File: src/rtl/swacc_ctx_wr_ctl.sv
// swacc_ctx_wr_ctl: turns CEU context write/invalidate commands into ICM cache set/delete requests
module swacc_ctx_wr_ctl #(
    parameter int         DATA_WIDTH     = 256,
    parameter int         HEAD_WIDTH     = 128,
    parameter int         PIECE_NUM      = 2,
    parameter int         ENTRY_WIDTH    = 512,
    parameter int         INDEX_WIDTH    = 20,
    parameter int         ICM_ADDR_WIDTH = 64,
    parameter int         PHY_ADDR_WIDTH = 64,
    parameter int         TAG_WIDTH      = 6,
    parameter int         COUNT_MAX_LOG  = 3,
    parameter logic [3:0] OPC_WRITE      = 4'h1,
    parameter logic [3:0] OPC_INVALID    = 4'h2
) (
    input  logic                                                                  clk,
    input  logic                                                                  rst_n,
    input  logic                                                                  req_valid,
    input  logic [HEAD_WIDTH-1:0]                                                 req_head,
    input  logic                                                                  req_last,
    input  logic [DATA_WIDTH-1:0]                                                 req_data,
    output logic                                                                  req_ready,
    output logic                                                                  lookup_valid,
    output logic [INDEX_WIDTH-1:0]                                                lookup_head,
    input  logic                                                                  lookup_ready,
    input  logic                                                                  rsp_valid,
    input  logic [ICM_ADDR_WIDTH-1:0]                                             rsp_icm_addr,
    input  logic [PHY_ADDR_WIDTH-1:0]                                             rsp_phy_addr,
    output logic                                                                  rsp_ready,
    output logic                                                                  set_valid,
    output logic [TAG_WIDTH+2*COUNT_MAX_LOG+ICM_ADDR_WIDTH+PHY_ADDR_WIDTH-1:0]    set_head,
    output logic [ENTRY_WIDTH-1:0]                                                set_data,
    input  logic                                                                  set_ready,
    output logic                                                                  del_valid,
    output logic [TAG_WIDTH+ICM_ADDR_WIDTH+PHY_ADDR_WIDTH-1:0]                    del_head,
    input  logic                                                                  del_ready,
    output logic                                                                  err_valid,
    output logic [1:0]                                                            err_code,
    output logic                                                                  busy
);
    localparam int CW = $clog2(PIECE_NUM + 1);
    localparam logic [CW-1:0] LAST_BEAT = CW'(PIECE_NUM - 1);

    typedef enum logic [2:0] {IDLE, ADDR_REQ, ADDR_RSP, COLLECT, CACHE_SET, CACHE_DEL, DRAIN} state_t;

    state_t                    state_q, state_d;
    logic [INDEX_WIDTH-1:0]    idx_q, idx_d;
    logic                      wr_q, wr_d;
    logic [ICM_ADDR_WIDTH-1:0] icm_q, icm_d;
    logic [PHY_ADDR_WIDTH-1:0] phy_q, phy_d;
    logic [ENTRY_WIDTH-1:0]    entry_q, entry_d;
    logic [CW-1:0]             cnt_q, cnt_d;
    logic                      del_done_q, del_done_d;
    logic                      last_done_q, last_done_d;
    logic                      err_valid_q, err_valid_d;
    logic [1:0]                err_code_q, err_code_d;
    logic [3:0]                opc;
    logic                      beat, del_fire, unused_head;

    assign opc         = req_head[123:120];
    assign unused_head = ^req_head;
    assign beat        = req_valid && req_ready;
    assign del_fire    = del_valid && del_ready;

    // In CACHE_DEL the payload and the delete handshake complete independently; each is gated once done
    assign req_ready    = state_q == COLLECT || state_q == DRAIN || (state_q == CACHE_DEL && !last_done_q);
    assign lookup_valid = state_q == ADDR_REQ;
    assign lookup_head  = lookup_valid ? idx_q : '0;
    assign rsp_ready    = state_q == ADDR_RSP;
    assign set_valid    = state_q == CACHE_SET;
    assign set_head     = set_valid ? {TAG_WIDTH'(0), COUNT_MAX_LOG'(1), COUNT_MAX_LOG'(0), phy_q, icm_q} : '0;
    assign set_data     = entry_q;
    assign del_valid    = state_q == CACHE_DEL && !del_done_q;
    assign del_head     = del_valid ? {TAG_WIDTH'(0), phy_q, icm_q} : '0;
    assign err_valid    = err_valid_q;
    assign err_code     = err_code_q;
    assign busy         = state_q != IDLE;

    always_comb begin
        state_d     = state_q;
        idx_d       = idx_q;
        wr_d        = wr_q;
        icm_d       = icm_q;
        phy_d       = phy_q;
        entry_d     = entry_q;
        cnt_d       = cnt_q;
        del_done_d  = del_done_q || del_fire;
        last_done_d = last_done_q || (state_q == CACHE_DEL && beat && req_last);
        err_valid_d = 1'b0;
        err_code_d  = err_code_q;
        case (state_q)
            IDLE: if (req_valid) begin
                idx_d = req_head[64 +: INDEX_WIDTH];
                wr_d  = opc == OPC_WRITE;
                if (opc == OPC_WRITE || opc == OPC_INVALID) begin
                    state_d = ADDR_REQ;
                end else begin
                    state_d     = DRAIN;
                    err_valid_d = 1'b1;
                    err_code_d  = 2'd1;
                end
            end
            ADDR_REQ: if (lookup_ready) state_d = ADDR_RSP;
            ADDR_RSP: if (rsp_valid) begin
                icm_d   = rsp_icm_addr;
                phy_d   = rsp_phy_addr;
                state_d = wr_q ? COLLECT : CACHE_DEL;
            end
            COLLECT: if (beat) begin
                for (int i = 0; i < PIECE_NUM; i++)
                    if (cnt_q == CW'(i)) entry_d[i*DATA_WIDTH +: DATA_WIDTH] = req_data;
                cnt_d = cnt_q + 1'b1;
                if (cnt_q == LAST_BEAT) begin
                    state_d     = req_last ? CACHE_SET : DRAIN;
                    err_valid_d = !req_last;
                    err_code_d  = req_last ? err_code_q : 2'd3;
                end else if (req_last) begin
                    state_d     = IDLE;
                    err_valid_d = 1'b1;
                    err_code_d  = 2'd2;
                end
            end
            CACHE_SET: if (set_ready) state_d = IDLE;
            CACHE_DEL: if (del_done_d && last_done_d) state_d = IDLE;
            DRAIN: if (beat && req_last) state_d = IDLE;
            default: state_d = IDLE;
        endcase
        if (state_d == IDLE) begin
            icm_d       = '0;
            phy_d       = '0;
            entry_d     = '0;
            cnt_d       = '0;
            del_done_d  = 1'b0;
            last_done_d = 1'b0;
        end
    end

    always_ff @(posedge clk or negedge rst_n) begin
        if (!rst_n) begin
            state_q     <= IDLE;
            idx_q       <= '0;
            wr_q        <= 1'b0;
            icm_q       <= '0;
            phy_q       <= '0;
            entry_q     <= '0;
            cnt_q       <= '0;
            del_done_q  <= 1'b0;
            last_done_q <= 1'b0;
            err_valid_q <= 1'b0;
            err_code_q  <= 2'd0;
        end else begin
            state_q     <= state_d;
            idx_q       <= idx_d;
            wr_q        <= wr_d;
            icm_q       <= icm_d;
            phy_q       <= phy_d;
            entry_q     <= entry_d;
            cnt_q       <= cnt_d;
            del_done_q  <= del_done_d;
            last_done_q <= last_done_d;
            err_valid_q <= err_valid_d;
            err_code_q  <= err_code_d;
        end
    end
endmodule

File: config.mk
export PLATFORM = sky130hd
export DESIGN_NAME = swacc_ctx_wr_ctl
export DESIGN_NICKNAME = d
export VERILOG_FILES = /design/src/rtl/swacc_ctx_wr_ctl.sv
export SDC_FILE = /design/constraint.sdc
export NUM_CORES = 1
export LEC_CHECK = 0
export CAP_MARGIN = 10
export CORE_AREA = 4 4 512 514
export CTS_BUF_LIST = sky130_fd_sc_hd__clkbuf_4 sky130_fd_sc_hd__clkbuf_8
export DETAILED_ROUTE_END_ITERATION = 10
export DIE_AREA = 0 0 516 518
export PLACE_DENSITY_LB_ADDON = 0.08
export SKIP_LAST_GASP = 1
export SLEW_MARGIN = 20
export SYNTH_ARGS = -nofsm -noshare
export SYNTH_HDL_FRONTEND = slang
export SYNTH_SLANG_ARGS = --single-unit
File: constraint.sdc
create_clock -name clk -period 3.3 [get_ports clk]
set_clock_uncertainty 0.05 [all_clocks]
set_input_delay 0.495 -clock clk [delete_from_list [all_inputs] [get_ports clk]]
set_output_delay 0.495 -clock clk [all_outputs]
set_load 0.005 [all_outputs]
==> out/metrics.csv <==
stage,metric,value,unit
outcome,status,"complete, no violations",
timing,Tightest Pin Transition,0.8232,ns
logic_synthesis,Yosys reg bits,671,
routing,DRT antenna net count,0,
floorplanning,Initial Util,11.10,%
global_route,GR Overflow Total,0,
power,pwr/cell area,616.3,nW/µm²
routing,Iter 0 DRT Violations,1356,
clock_network,Worst-path clk slew,0.06,ns
layout,"commonest non-fill, non-tap cell in the layout",clkdlybuf4s50_1,
worst_setup_path,WP buf/inv,7,
routing,Initial DRT Pass Iterations,5,
timing,unrepaired setup endpoints after global routing,true,
power,Peak VDD IR,0.4073,mV
worst_setup_path,critical path's slowest cell,dfrtp_2,
clock_network,H-tree levels,4,
logic_synthesis,Synth cell types,39,
power,final total power,32.63,mW
layout,# fillers,28710,
worst_setup_path,Worst EP arrival,2.75,ns
timing,Final WS setup,0.008098,ns
floorplanning,# IOs,1335,
layout,synth-to-layout area growth,85.61,%
floorplanning,full die area,267300,µm²
logic_synthesis,Mapped Cells,3227,
worst_setup_path,CP Launch Type,flop,
clock_network,Bufs on Longest Clock Path,3,
place,Buffers on Ports,1213,
power,leakage power,22.59,nW
routing,via count,29400,
place,HPWL after detailed placement,151600,µm
timing,Max Transition Viols Final,0,
timing,Hold Worst Slack,0.1809,ns
worst_hold_path,min-delay src,req_data[225],
timing,Fin. Hold Viols,0,
timing,min Tclk post-route,3.292,ns
run,max cap viols,0,
global_route,largest net degree at the start of global routing,91,
floorplanning,# rows,186,
layout,layout cells sized above 1,14.92,%
logic_synthesis,Synth Flop Type,dfrtp_1,
floorplanning,die span in y,518,µm
timing,Slew headroom,45.12,%
clock_network,clk root buf,clkbuf_8,
timing,Fmax achieved,303.8,MHz
clock_network,CTS buffer count,154,
logic_synthesis,Netlist Area Pre-Place,28520,µm²
clock_network,Skew-Pair Late Insertion Delay,0.87,ns
global_route,GR Util All Layers,14.94,%
worst_setup_path,worst-path cell chain,buf_4 -> nor3b_4 -> buf_12 -> buf_16 -> buf_12 -> buf_16 -> buf_4 -> and2_1 -> dlygate4sd2_1,
place,routability cong.,0.7707,
worst_setup_path,CP Data Required Time,2.75,ns
layout,most frequent cells in the layout,"940 x clkdlybuf4s50_1, 773 x nand2_1, 670 x dfrtp_1",
logic_synthesis,number of flops mapped to enable cells by yosys,0,
place,"worst slack, placed",0.1793,ns
worst_hold_path,HP Class,in2reg,
worst_setup_path,Setup crit end kind,primary output,
logic_synthesis,post-synthesis sequential area ratio,58.86,%
worst_setup_path,crit-path max FO,8,
place,DP Area,45450,µm²
worst_setup_path,max incr delay on CP,0.42,ns
routing,# DRC,0,
timing,Sum Neg Setup Slack,0,ns
clock_network,CTS tree,yes,
routing,post-DR vias/cell,3.507,
worst_setup_path,crit path kind,reg2out,
routing,DR WL/cell,24.75,µm
worst_setup_path,crit path launch,state_q[0]$_DFF_PN0_,
logic_synthesis,syn avg cell area,8.839,µm²
global_route,global-route wire length before repair,280600,µm
global_route,initial antenna violation count,67,
timing,Tcrit/Tclk final,99.75,%
timing,# setup viols final,0,
logic_synthesis,ys async rst share,100.0,%
routing,Routed WL,207500,µm
floorplanning,Die W,516,µm
logic_synthesis,Ys Warns,0,
worst_setup_path,Critical R2R Launch,state_q[0]$_DFF_PN0_,
clock_network,clk sink count,671,
floorplanning,core box area,256900,µm²
global_route,vias in the first global route,31490,
worst_setup_path,Crit path max-delay family,buffers and inverters,
layout,layout net count,5382,
layout,"final std cell area, no fill",52950,µm²
==> path summary, 6_finish.rpt <==
kind | end | slack, ns | cells past startpoint
max | set_head[82] | 0.008 | 9
min | set_data[225]$_DFFE_PN0P_ | 0.18 | 3
max reg2reg | set_data[331]$_DFFE_PN0P_ | 0.49 | 11
min reg2reg | idx_q[6]$_DFFE_PN0P_ | 0.45 | 1
max in group asynchronous | phy_q[34]$_DFFE_PN0P_ | 1.94 | 3
min in group asynchronous | phy_q[54]$_DFFE_PN0P_ | 0.23 | 2
==> report_power, final <==
group,switching [mW],internal [mW]
sequential,0.808,9.18
clock,4.71,5.85
combinational,6.92,5.17
==> Yosys cell counts, drive strengths merged (2+ instances only) <==
library cell  count  area share (%)
a21o              2           0.053
a21oi           389             6.8
and2            279             6.1
and3              2           0.044
and3b             2           0.061
buf              98             2.3
clkbuf          170             2.2
dfrtp           671              59
ha                2           0.088
inv               3           0.039
mux2             20            0.79
nand2           776              10
nand2b            2           0.044
nor2            520             6.8
nor2b             4           0.088
nor3            257             4.5
nor3b             2           0.053
o21ai             7            0.12
or3               2           0.044
xnor2             3           0.092
==> metal layers <==
layer,GRT usage (%),share of wire (%),up-vias
met4,3.388,2.2,34
met5,0,0.11,-
met2,26.24,49,1029
met3,6.267,9.4,265
met1,16.69,39,14430
li1,-,-,13640
==> metrics by stage <==
step	util, %	std cells
after global routing	20.60	8376
after CTS	20.41	8323
after floorplan	-	3243
after global placement	17.69	7702
after detailed placement	17.69	7702
final	20.61	8384
==> what timing repair did <==
action	in CTS	in global routing
gates cloned	15	4
hold buffers	294	0
buffers inserted	49	31
resized for setup	615	316
hold endpoints to repair	434	0
pin swaps	3	2
endpoints found under the setup margin	281	202
==> sequential cells by signal (all words and copies together) (netlist names) <==
name	count
state_q	3
set_data	512
del_done_q	1
wr_q	1
err_valid	1
cnt_q	2
icm_q	64
phy_q	64
idx_q	20
err_code	2
last_done_q	1
==> worst min-delay path: stages <==
cell	delay (ns)
clkdlybuf4s50_1	0.44
nand2_1	0.07
a21oi_1	0.05
==> final cells by class <==
class / count / area (µm²) / share of cell area, %
Antenna cell: 33 / 82.58 / 0.1560
Clock buffer: 239 / 2939 / 5.551
Clock inverter: 24 / 290.3 / 0.5483
Inverter: 3 / 11.26 / 0.02127
Multi-Input combinational cell: 2301 / 10710 / 20.24
Sequential cell: 671 / 16790 / 31.72
Tap cell: 3384 / 4234 / 7.997
Timing Repair Buffer: 1729 / 17880 / 33.77
==> cells by family (layout without fill, tap and decap cells) <==
kind of cell	after synthesis	after routing	synth area share, %
AO/OA/AOI/OAI	405	405	7.273
buffers and inverters	271	1995	4.601
flip-flops	671	671	58.86
AND/OR/NAND/NOR	1854	1854	28.28
multiplexers	20	20	0.7896
XOR/XNOR	3	3	0.09213
other	1	50	0.01315
adder cells (fa/ha/maj)	2	2	0.08771
Note: power is estimated with default switching activity, not from simulation.
